`src/rtl/softusb_pkg.sv`:
```
// Shared constants and state encoding for the softusb transmit path.
package softusb_pkg;
  localparam logic [7:0] SYNC_BYTE     = 8'h80;
  localparam int         FS_BIT_CYCLES = 4;
  localparam int         LS_BIT_CYCLES = 32;
  localparam int         STUFF_LIMIT   = 6;

  typedef enum logic [2:0] {
    ST_IDLE,
    ST_SYNC,
    ST_DATA,
    ST_EOP1,
    ST_EOP2,
    ST_EOPJ
  } tx_state_t;
endpackage

```
`src/rtl/softusb_tx_nrzi.sv`:
```
// NRZI line encoder: tracks line level (J/K/SE0) and the run of emitted ones.
module softusb_tx_nrzi
  import softusb_pkg::*;
(
  input  logic usb_clk,
  input  logic txreset,
  input  logic i_adv,
  input  logic i_bit,
  input  logic i_se0,
  input  logic i_j,
  input  logic i_ls,
  output logic o_stuff_req,
  output logic o_txp,
  output logic o_txm
);
  logic       r_k;
  logic       r_se0;
  logic [2:0] r_ones;

  // A stuff bit is just an emitted 0, so it clears the run like any data 0.
  always_ff @(posedge usb_clk or posedge txreset) begin
    if (txreset) begin
      r_k    <= 1'b0;
      r_se0  <= 1'b0;
      r_ones <= 3'd0;
    end else if (i_adv) begin
      if (i_se0) begin
        r_se0  <= 1'b1;
        r_ones <= 3'd0;
      end else if (i_j) begin
        r_se0  <= 1'b0;
        r_k    <= 1'b0;
        r_ones <= 3'd0;
      end else begin
        r_se0 <= 1'b0;
        if (i_bit) begin
          r_ones <= r_ones + 3'd1;
        end else begin
          r_k    <= ~r_k;
          r_ones <= 3'd0;
        end
      end
    end
  end

  assign o_stuff_req = (r_ones == 3'(STUFF_LIMIT));
  assign o_txp       = ~r_se0 & (r_k ? i_ls : ~i_ls);
  assign o_txm       = ~r_se0 & (r_k ? ~i_ls : i_ls);
endmodule

```
`src/rtl/softusb_tx.sv`:
```
// USB 1.1 FS/LS transmitter: SYNC, bit-stuffed NRZI payload, EOP; bare keep-alive EOPs.
module softusb_tx
  import softusb_pkg::*;
(
  input  logic       usb_clk,
  input  logic       txreset,
  input  logic [7:0] tx_data,
  input  logic       tx_valid,
  output logic       tx_ready,
  input  logic       generate_eop,
  output logic       tx_busy,
  input  logic       low_speed,
  output logic       txp,
  output logic       txm,
  output logic       txoe
);
  localparam logic [4:0] FS_LAST = 5'(FS_BIT_CYCLES - 1);
  localparam logic [4:0] LS_LAST = 5'(LS_BIT_CYCLES - 1);

  tx_state_t  r_state, w_nxt;
  logic [4:0] r_div;
  logic [2:0] r_idx, w_idx_nxt, w_idx_inc;
  logic       r_stuff, w_stuff_nxt;
  logic [7:0] r_byte, w_cur_byte;
  logic       r_ls_l, w_ls;
  logic       w_bit_ce, w_stuff_req, w_load;
  logic       w_adv, w_bit, w_se0, w_j;

  assign w_ls       = (r_state == ST_IDLE) ? low_speed : r_ls_l;
  assign w_bit_ce   = (r_div == (r_ls_l ? LS_LAST : FS_LAST));
  assign w_cur_byte = (r_state == ST_SYNC) ? SYNC_BYTE : r_byte;
  assign w_idx_inc  = r_idx + 3'd1;
  assign tx_busy    = (r_state != ST_IDLE);
  assign txoe       = (r_state != ST_IDLE);

  always_ff @(posedge usb_clk or posedge txreset) begin
    if (txreset) begin
      r_state <= ST_IDLE;
      r_div   <= 5'd0;
      r_idx   <= 3'd0;
      r_stuff <= 1'b0;
      r_byte  <= 8'd0;
      r_ls_l  <= 1'b0;
    end else begin
      r_state <= w_nxt;
      r_idx   <= w_idx_nxt;
      r_stuff <= w_stuff_nxt;
      if (w_load) r_byte <= tx_data;
      // Keep following low_speed while idle so the start edge captures it.
      if (r_state == ST_IDLE) begin
        r_div  <= 5'd0;
        r_ls_l <= low_speed;
      end else begin
        r_div <= w_bit_ce ? 5'd0 : r_div + 5'd1;
      end
    end
  end

  // Decisions are taken at the end of the current symbol and pick the next one.
  always_comb begin
    w_nxt       = r_state;
    w_idx_nxt   = r_idx;
    w_stuff_nxt = r_stuff;
    w_adv       = 1'b0;
    w_bit       = 1'b1;
    w_se0       = 1'b0;
    w_j         = 1'b0;
    w_load      = 1'b0;
    tx_ready    = 1'b0;
    case (r_state)
      ST_IDLE: begin
        if (tx_valid) begin
          w_nxt       = ST_SYNC;
          w_adv       = 1'b1;
          w_bit       = SYNC_BYTE[0];
          w_idx_nxt   = 3'd0;
          w_stuff_nxt = 1'b0;
        end else if (generate_eop) begin
          w_nxt = ST_EOP1;
          w_adv = 1'b1;
          w_se0 = 1'b1;
        end
      end
      ST_SYNC, ST_DATA: begin
        if (w_bit_ce) begin
          w_adv = 1'b1;
          if (w_stuff_req) begin
            w_bit       = 1'b0;
            w_stuff_nxt = 1'b1;
          end else if (r_idx != 3'd7) begin
            w_bit       = w_cur_byte[w_idx_inc];
            w_idx_nxt   = w_idx_inc;
            w_stuff_nxt = 1'b0;
          end else begin
            w_stuff_nxt = 1'b0;
            if (tx_valid) begin
              tx_ready  = 1'b1;
              w_load    = 1'b1;
              w_nxt     = ST_DATA;
              w_bit     = tx_data[0];
              w_idx_nxt = 3'd0;
            end else begin
              w_nxt = ST_EOP1;
              w_se0 = 1'b1;
            end
          end
        end
      end
      ST_EOP1: begin
        if (w_bit_ce) begin
          w_nxt = ST_EOP2;
          w_adv = 1'b1;
          w_se0 = 1'b1;
        end
      end
      ST_EOP2: begin
        if (w_bit_ce) begin
          w_nxt = ST_EOPJ;
          w_adv = 1'b1;
          w_j   = 1'b1;
        end
      end
      ST_EOPJ: begin
        if (w_bit_ce) w_nxt = ST_IDLE;
      end
      default: w_nxt = ST_IDLE;
    endcase
  end

  softusb_tx_nrzi u_nrzi (
    .usb_clk     (usb_clk),
    .txreset     (txreset),
    .i_adv       (w_adv),
    .i_bit       (w_bit),
    .i_se0       (w_se0),
    .i_j         (w_j),
    .i_ls        (w_ls),
    .o_stuff_req (w_stuff_req),
    .o_txp       (txp),
    .o_txm       (txm)
  );
endmodule

```
`config.mk`:
```
export PLATFORM = sky130hd
export DESIGN_NAME = softusb_tx
export DESIGN_NICKNAME = d
export VERILOG_FILES = /design/src/rtl/softusb_pkg.sv /design/src/rtl/softusb_tx_nrzi.sv /design/src/rtl/softusb_tx.sv
export SDC_FILE = /design/constraint.sdc
export NUM_CORES = 1
export LEC_CHECK = 0
export CAP_MARGIN = 20
export CORE_AREA = 3 3 69 71
export DETAILED_ROUTE_END_ITERATION = 12
export DIE_AREA = 0 0 72 74
export HOLD_SLACK_MARGIN = 0.03
export MAX_ROUTING_LAYER = met4
export SYNTH_ARGS = -nofsm -noshare
export SYNTH_HDL_FRONTEND = slang
export SYNTH_SLANG_ARGS = --single-unit
```
`constraint.sdc`:
```
create_clock -name usb_clk -period 2 [get_ports usb_clk]
set_input_delay 0.4 -clock usb_clk [delete_from_list [all_inputs] [get_ports usb_clk]]
set_output_delay 0.4 -clock usb_clk [all_outputs]
set_load 0.005 [all_outputs]
```
==> run_results.csv, run 1 <==
group,metric,value,unit
outcome,outcome,"complete, but fails checks",
outcome,violations,"negative setup slack",
detailed_routing,firstDrtPassIters,4,
cts,insertion_delay,280,ps
critical_path,criticalPathCategory,"flop to flop",
detailed_routing,wire_per_inst,13.8,µm
critical_path,cp.required,2170,ps
detailed_routing,drt-total-wl,3270,µm
critical_path,worst_path_largest_cell_delay,390,ps
cts,max-clock-path-buffers,2,
critical_path,cp_top_family,"adder cells",
cells_and_area,layout-drive-gt1-share,30.8,%
power_and_ir_drop,p_total,2.48,mW
yosys,async_flop_share,100,%
yosys,yosys_warnings,0,
grt,grt_overflow,0,
cts,cts_sinks,25,
cells_and_area,antenna-diode-count,0,
cells_and_area,fillers,422,
yosys,ys.flop_type,"dfrtp_1",
power_and_ir_drop,p_per_area,1240,nW/µm²
critical_path,ff2ff_path_depth,8,
detailed_routing,vias_per_cell,5.11,
floorplan,initial_core_util,34.3,%
yosys,synth_common_cells,"25 x dfrtp_1, 10 x nand2_1, 9 x nor2_1",
floorplan,die_y,74,µm
sta,finalCriticalPeriod,2030,ps
cts,numCtsBuffers,3,
cts,hold_buffers,0,
critical_path,end_kind,"flop",
yosys,synthCells,143,
yosys,synth_nets,161,
critical_path,r2r_slack,-30,ps
floorplan,ios,18,
critical_path,timing.rr.start,"r_idx[1]",
cells_and_area,nets,204,
placed_design,hpwl,2400,µm
detailed_routing,drt_iter0_drc,33,
grt,grt_pass1_vias,1316,
power_and_ir_drop,vdd_drop_max,0.000363,V
placed_design,io_buffers,17,
grt,grt_max_degree,26,
yosys,ys_types,49,
cts,cts_tree,"yes",
yosys,yosys-top-cells-area,"dfrtp_1 42%, mux2_4 7.1%, ha_1 4.2%",
critical_path,critPathLaunchType,"flop",
power_and_ir_drop,pwr-share-comb,57.0,%
placed_design,placed_area,1850,µm²
floorplan,fp-row-count,24,
grt,grtUsageTotal,14.0,%
critical_path,cp.arrival,2200,ps
critical_path,slowest_stage,"dfrtp_1",
sta,tightest_slew,428,ps
cts,htree_num_levels,1,
detailed_routing,drc,0,
yosys,synth.most_common_cell,"dfrtp_1",
yosys,synth_top_cell_by_area,"dfrtp_1",
power_and_ir_drop,leakagePower,0.895,nW
grt,antenna_found_initial,0,
sta,slew_violations,0,
sta,setup-violations-final,4,
detailed_routing,highest_layer,"met4",
cells_and_area,syn_to_final_growth,35.7,%
yosys,syn_avg_cell_area,10.3,µm²
cts,cts_root_buffer,"clkbuf_8",
placed_design,gp_congestion,0.743,
run,drv_cap,0,
sta,fmax,492,MHz
power_and_ir_drop,pwr-share-seq,30.8,%
power_and_ir_drop,power.internal,1.54,mW
cts,clk_pin_slew,90,ps
detailed_routing,vias,1211,
critical_path,crit_chain,"ha_2 -> ha_4 -> mux2i_1 -> nor3_1 -> o311ai_1 -> nand4b_1 -> xnor2_1 -> and2_1",
hold_path,worst_hold_path_type,"primary input to async pin",
floorplan,die_x,72,µm
power_and_ir_drop,power_frac_clock,12.2,%
yosys,synth-seq-cells,25,
cells_and_area,final_area,2000,µm²
sta,post-route-worst-setup-slack,-31.5,ps
critical_path,reg2reg_to,"u_nrzi.r_k",
detailed_routing,wl_met2,1610,µm
yosys,ys_seq_area_share,42.4,%
floorplan,die-area,5330,µm²
sta,relSlewSlack,71.4,%
sta,period_share,102,%
grt,grt_pass1_wl,5770,µm
sta,skew,5.86,ps
critical_path,crit_fanout,3,
floorplan,core,4290,µm²
sta,rsz0062_at_grt,"yes",
power_and_ir_drop,swShare,38.1,%
critical_path,crit_buf_inv,0,
yosys,synth-edff-count,0,
yosys,synth_top_area_share,42.4,%
detailed_routing,wl_met3,104,µm
sta,finalHoldViolations,0,
detailed_routing,ant_nets,0,
power_and_ir_drop,power_switching,947,µW
detailed_routing,wl_met1,1500,µm
yosys,syn_area,1470,µm²
worst max-delay path by stage:
stage               startpoint                to  slack (ps)  depth (start not counted)
global route          r_idx[0]  u_nrzi.r_ones[2]        -170                          8
CTS                 r_state[0]               txm         -80                          5
global placement     low_speed               txm        -200                          5
detailed placement   low_speed               txm        -270                          5
floorplan             r_idx[0]        u_nrzi.r_k           7                          8
finish                r_idx[1]        u_nrzi.r_k         -30                          8
tightest hold or removal path, cell delays in order:
cell and delay, ps:
clkdlybuf4s50_1 390, inv_1 50, buf_4 300
cell type report:
class / instances / area, µm² / share of cell area, %
flip-flops and latches: 25 / 626 / 31.3
clock inverters: 1 / 5.00 / 0.250
repair buffers: 44 / 367 / 18.3
inverters: 9 / 33.8 / 1.69
well taps: 52 / 65.1 / 3.25
multi-input cells: 103 / 862 / 43.1
clock buffers: 3 / 41.3 / 2.07
power groups by stage:
stage | logic, mW | clock network (mW) | registers [mW]
after CTS | 1.32 | 0.323 | 0.751
after global placement | 1.22 | 0 | 0.744
after detailed placement | 1.27 | 0 | 0.753
after floorplan | 0.793 | 0 | 0.757
final | 1.42 | 0.303 | 0.766
after global routing | 1.56 | 0.340 | 0.789
flip-flops by register name, summed over array words and instances (netlist names):
signal and cells:
r_byte 8, r_div 5, r_idx 3, r_ls_l 1, r_state 3, u_nrzi.r_k 1, u_nrzi.r_ones 3, u_nrzi.r_se0 1
metrics by stage:
| stage | TNS (ps) | hold slack [ps] | setup WS, ps | util [%] | cells |
|---|---|---|---|---|---|
| after floorplan | 0 | 427 | 7.03 | - | 143 |
| after global placement | -769 | 450 | -205 | 43.1 | 226 |
| after detailed placement | -1160 | 462 | -266 | 43.1 | 226 |
| after CTS | -280 | 469 | -76.1 | 45.4 | 236 |
| after global routing | -887 | 481 | -175 | 46.6 | 237 |
| final | -85.7 | 462 | -31.5 | 46.6 | 237 |
timing repair:
| action | in CTS | in global routing |
|---|---|---|
| setup endpoints to repair | 9 | 9 |
| setup buffers | 6 | 1 |
| resized for setup | 20 | 8 |
| pin swaps | 13 | 9 |
logic make-up (layout without fill, tap and decap cells):
family,after synthesis,in the layout,synth area share (%)
simple gates,46,46,18.0
compound gates,32,32,15.2
flops,25,25,42.4
buf+inv,15,57,4.58
mux,13,13,11.3
fa+ha+maj,6,6,4.92
xor+xnor,6,6,3.57
layout by cell type (no fill, tap or decap), types with 4 or more instances in the layout:
cell / instances
a21oi_1: 4
buf_4: 24
clkdlybuf4s50_1: 12
dfrtp_1: 25
inv_1: 8
mux2_4: 7
mux2i_1: 4
nand2_1: 9
nor2_1: 9
o21ai_1: 5
metal layers:
metal  global-route usage [%]  up-vias
met1                     16.5      583
li1                         -      598
met4                     5.01        0
met3                     2.03        5
met2                     24.5       25
met5                        -        -
Note: power is estimated with default switching activity, not from simulation.
==> run 2, diff against run 1 <==
- CELL_PAD_IN_SITES_DETAIL_PLACEMENT: default -> 1
- CELL_PAD_IN_SITES_GLOBAL_PLACEMENT: default -> 1
- HOLD_SLACK_MARGIN: 0.03 -> 0.08
- PLACE_DENSITY_LB_ADDON: default -> 0.1
==> run_results.csv, run 2 (synthesis results as in run 1) <==
group,metric,value,unit
cts,insertion_delay,270,ps
floorplan,die_x,72,µm
sta,skew,4.66,ps
floorplan,core,4290,µm²
power_and_ir_drop,leakagePower,0.892,nW
critical_path,crit_buf_inv,2,
cells_and_area,largest_register_ffs,8,
cts,cts_sinks,25,
floorplan,fp-row-count,24,
cells_and_area,multi_input_area,872,µm²
critical_path,crit_cells,6,
sta,period_share,106,%
sta,setup-violations-final,7,
cells_and_area,layout-drive-gt1-share,30.1,%
cts,cts_tree,"yes",
detailed_routing,wire_per_inst,15.4,µm
cells_and_area,mostFrequentLayoutCells,"25 x dfrtp_1, 22 x buf_4, 12 x clkdlybuf4s50_1, 9 x nor2_1, 9 x nand2_1",
placed_design,dpl_worst_slack,-400,ps
critical_path,cp.arrival,1720,ps
cells_and_area,fillers,488,
critical_path,slowest_stage,"dfrtp_1",
grt,grt_pass1_wl,6120,µm
hold_path,worst_hold_path_type,"primary input to async pin",
critical_path,crit_fanout,2,
power_and_ir_drop,p_per_area,1260,nW/µm²
critical_path,cp_top_family,"flip-flops",
cts,numCtsBuffers,3,
grt,grt_overflow,0,
cells_and_area,seqCellArea,626,µm²
sta,finalCriticalPeriod,2120,ps
cts,clk_pin_slew,90,ps
cts,htree_num_levels,1,
placed_design,io_buffers,17,
cells_and_area,syn_to_final_growth,35.3,%
cells_and_area,reg_top3,"r_byte (8), r_div (5)",
cts,cts_root_buffer,"clkbuf_8",
floorplan,ios,18,
outcome,violations,"negative setup slack",
detailed_routing,vias,1242,
sta,fmax,473,MHz
critical_path,crit_chain,"nor3_4 -> buf_6 -> mux2i_4 -> xnor2_2 -> and2_1 -> buf_2",
cts,hold_buffers,0,
placed_design,gp_congestion,0.774,
sta,post-route-worst-setup-slack,-115,ps
floorplan,die-area,5330,µm²
outcome,outcome,"complete, but fails checks",
grt,grtUsageTotal,15.2,%
power_and_ir_drop,vdd_drop_max,0.000391,V
detailed_routing,vias_per_cell,5.29,
sta,slew_violations,0,
detailed_routing,drt_iter0_drc,29,
critical_path,end_kind,"primary output",
detailed_routing,firstDrtPassIters,4,
grt,antenna_found_initial,0,
cells_and_area,max_flop_register,"r_byte",
cells_and_area,layout_commonest_cell,"dfrtp_1",
placed_design,hpwl,2840,µm
critical_path,criticalPathCategory,"flop to primary output",
detailed_routing,drc,0,
sta,relSlewSlack,72.4,%
sta,finalSetupTns,-422,ps
cells_and_area,antenna-diode-count,0,
critical_path,critPathLaunchType,"flop",
grt,grt_pass1_vias,1300,
run,drv_cap,0,
critical_path,cp.required,1600,ps
floorplan,initial_core_util,34.3,%
critical_path,worst_path_largest_cell_delay,420,ps
sta,rsz0062_at_grt,"yes",
sta,finalHoldViolations,0,
critical_path,ff2ff_path_depth,8,
detailed_routing,ant_nets,0,
floorplan,die_y,74,µm
cts,max-clock-path-buffers,2,
sta,tightest_slew,414,ps
detailed_routing,drt-total-wl,3610,µm
grt,grt_max_degree,26,
cells_and_area,nets,202,
run 2: cell count changes in the layout (fill, tap and decap cells not counted), sizes merged:
| cell | delta |
|---|---|
| buf | -2 |
run 2: final timing paths:
check	startpoint	to	slack, ps
worst min-delay path	txreset	r_byte[2]	470
max in group asynchronous	txreset	u_nrzi.r_ones[2]	1270
worst max-delay path	r_state[1]	txm	-120
min in group usb_clk	r_div[0]	r_div[0]	490
worst min register to register	r_div[0]	r_div[0]	490
worst max register to register	r_idx[0]	u_nrzi.r_ones[2]	-70
run 2: worst reg2reg max path, stage by stage (launching register included):
cell,delay [ps]
dfrtp_1,390
ha_2,200
ha_4,280
mux2i_1,190
nor3b_1,70
o311ai_1,270
nand4b_1,230
a31oi_1,220
o22ai_2,100
run 2: through the flow:
step	hold slack (ps)	util (%)	instances	cell area [µm²]	power, mW
6_report	473	46.4	235	1990	2.51
5_1_grt	506	46.4	235	1990	2.71
4_1_cts	476	45.5	234	1950	2.48
3_5_place_dp	470	43.6	229	1870	2.10
3_3_place_gp	447	43.6	229	1870	2.03
2_1_floorplan	427	-	143	1500	1.55
run 2: report_power, final:
| group | total [mW] | internal [mW] | switching (mW) |
|---|---|---|---|
| sequential | 0.770 | 0.641 | 0.129 |
| clock | 0.310 | 0.140 | 0.170 |
| combinational | 1.43 | 0.745 | 0.685 |
| total | 2.51 | 1.53 | 0.985 |
run 2: routing by layer:
layer | track usage (%) | part of all wire (%) | vias to the layer above
li1 | - | - | 597
met1 | 18.1 | 43 | 615
met2 | 26.7 | 53 | 26
met3 | 2.03 | 3.2 | 4
met4 | 4.38 | 1.1 | 0
met5 | - | 0 | -
run 2: cell type report:
class / instances / area share (%)
clock inverter: 1 / 0.251
clock buffer: 3 / 2.07
inverter: 9 / 1.69
multi-input combinational: 103 / 43.7
sequential: 25 / 31.4
tap: 52 / 3.26
timing repair buffer: 42 / 17.6
run 2: what timing repair did:
item | CTS | global route
pin swaps | 14 | 9
endpoints found under the setup margin | 11 | 12
gates resized for setup | 22 | 7
endpoints found under the hold margin | 0 | 0
setup buffers | 2 | 1
==> run 3, diff against run 2 <==
- ABC_CLOCK_PERIOD_IN_PS: default -> 2000
==> results of run 3 <==
No change in the layout: final DEF, timing and power equal those of run 2.
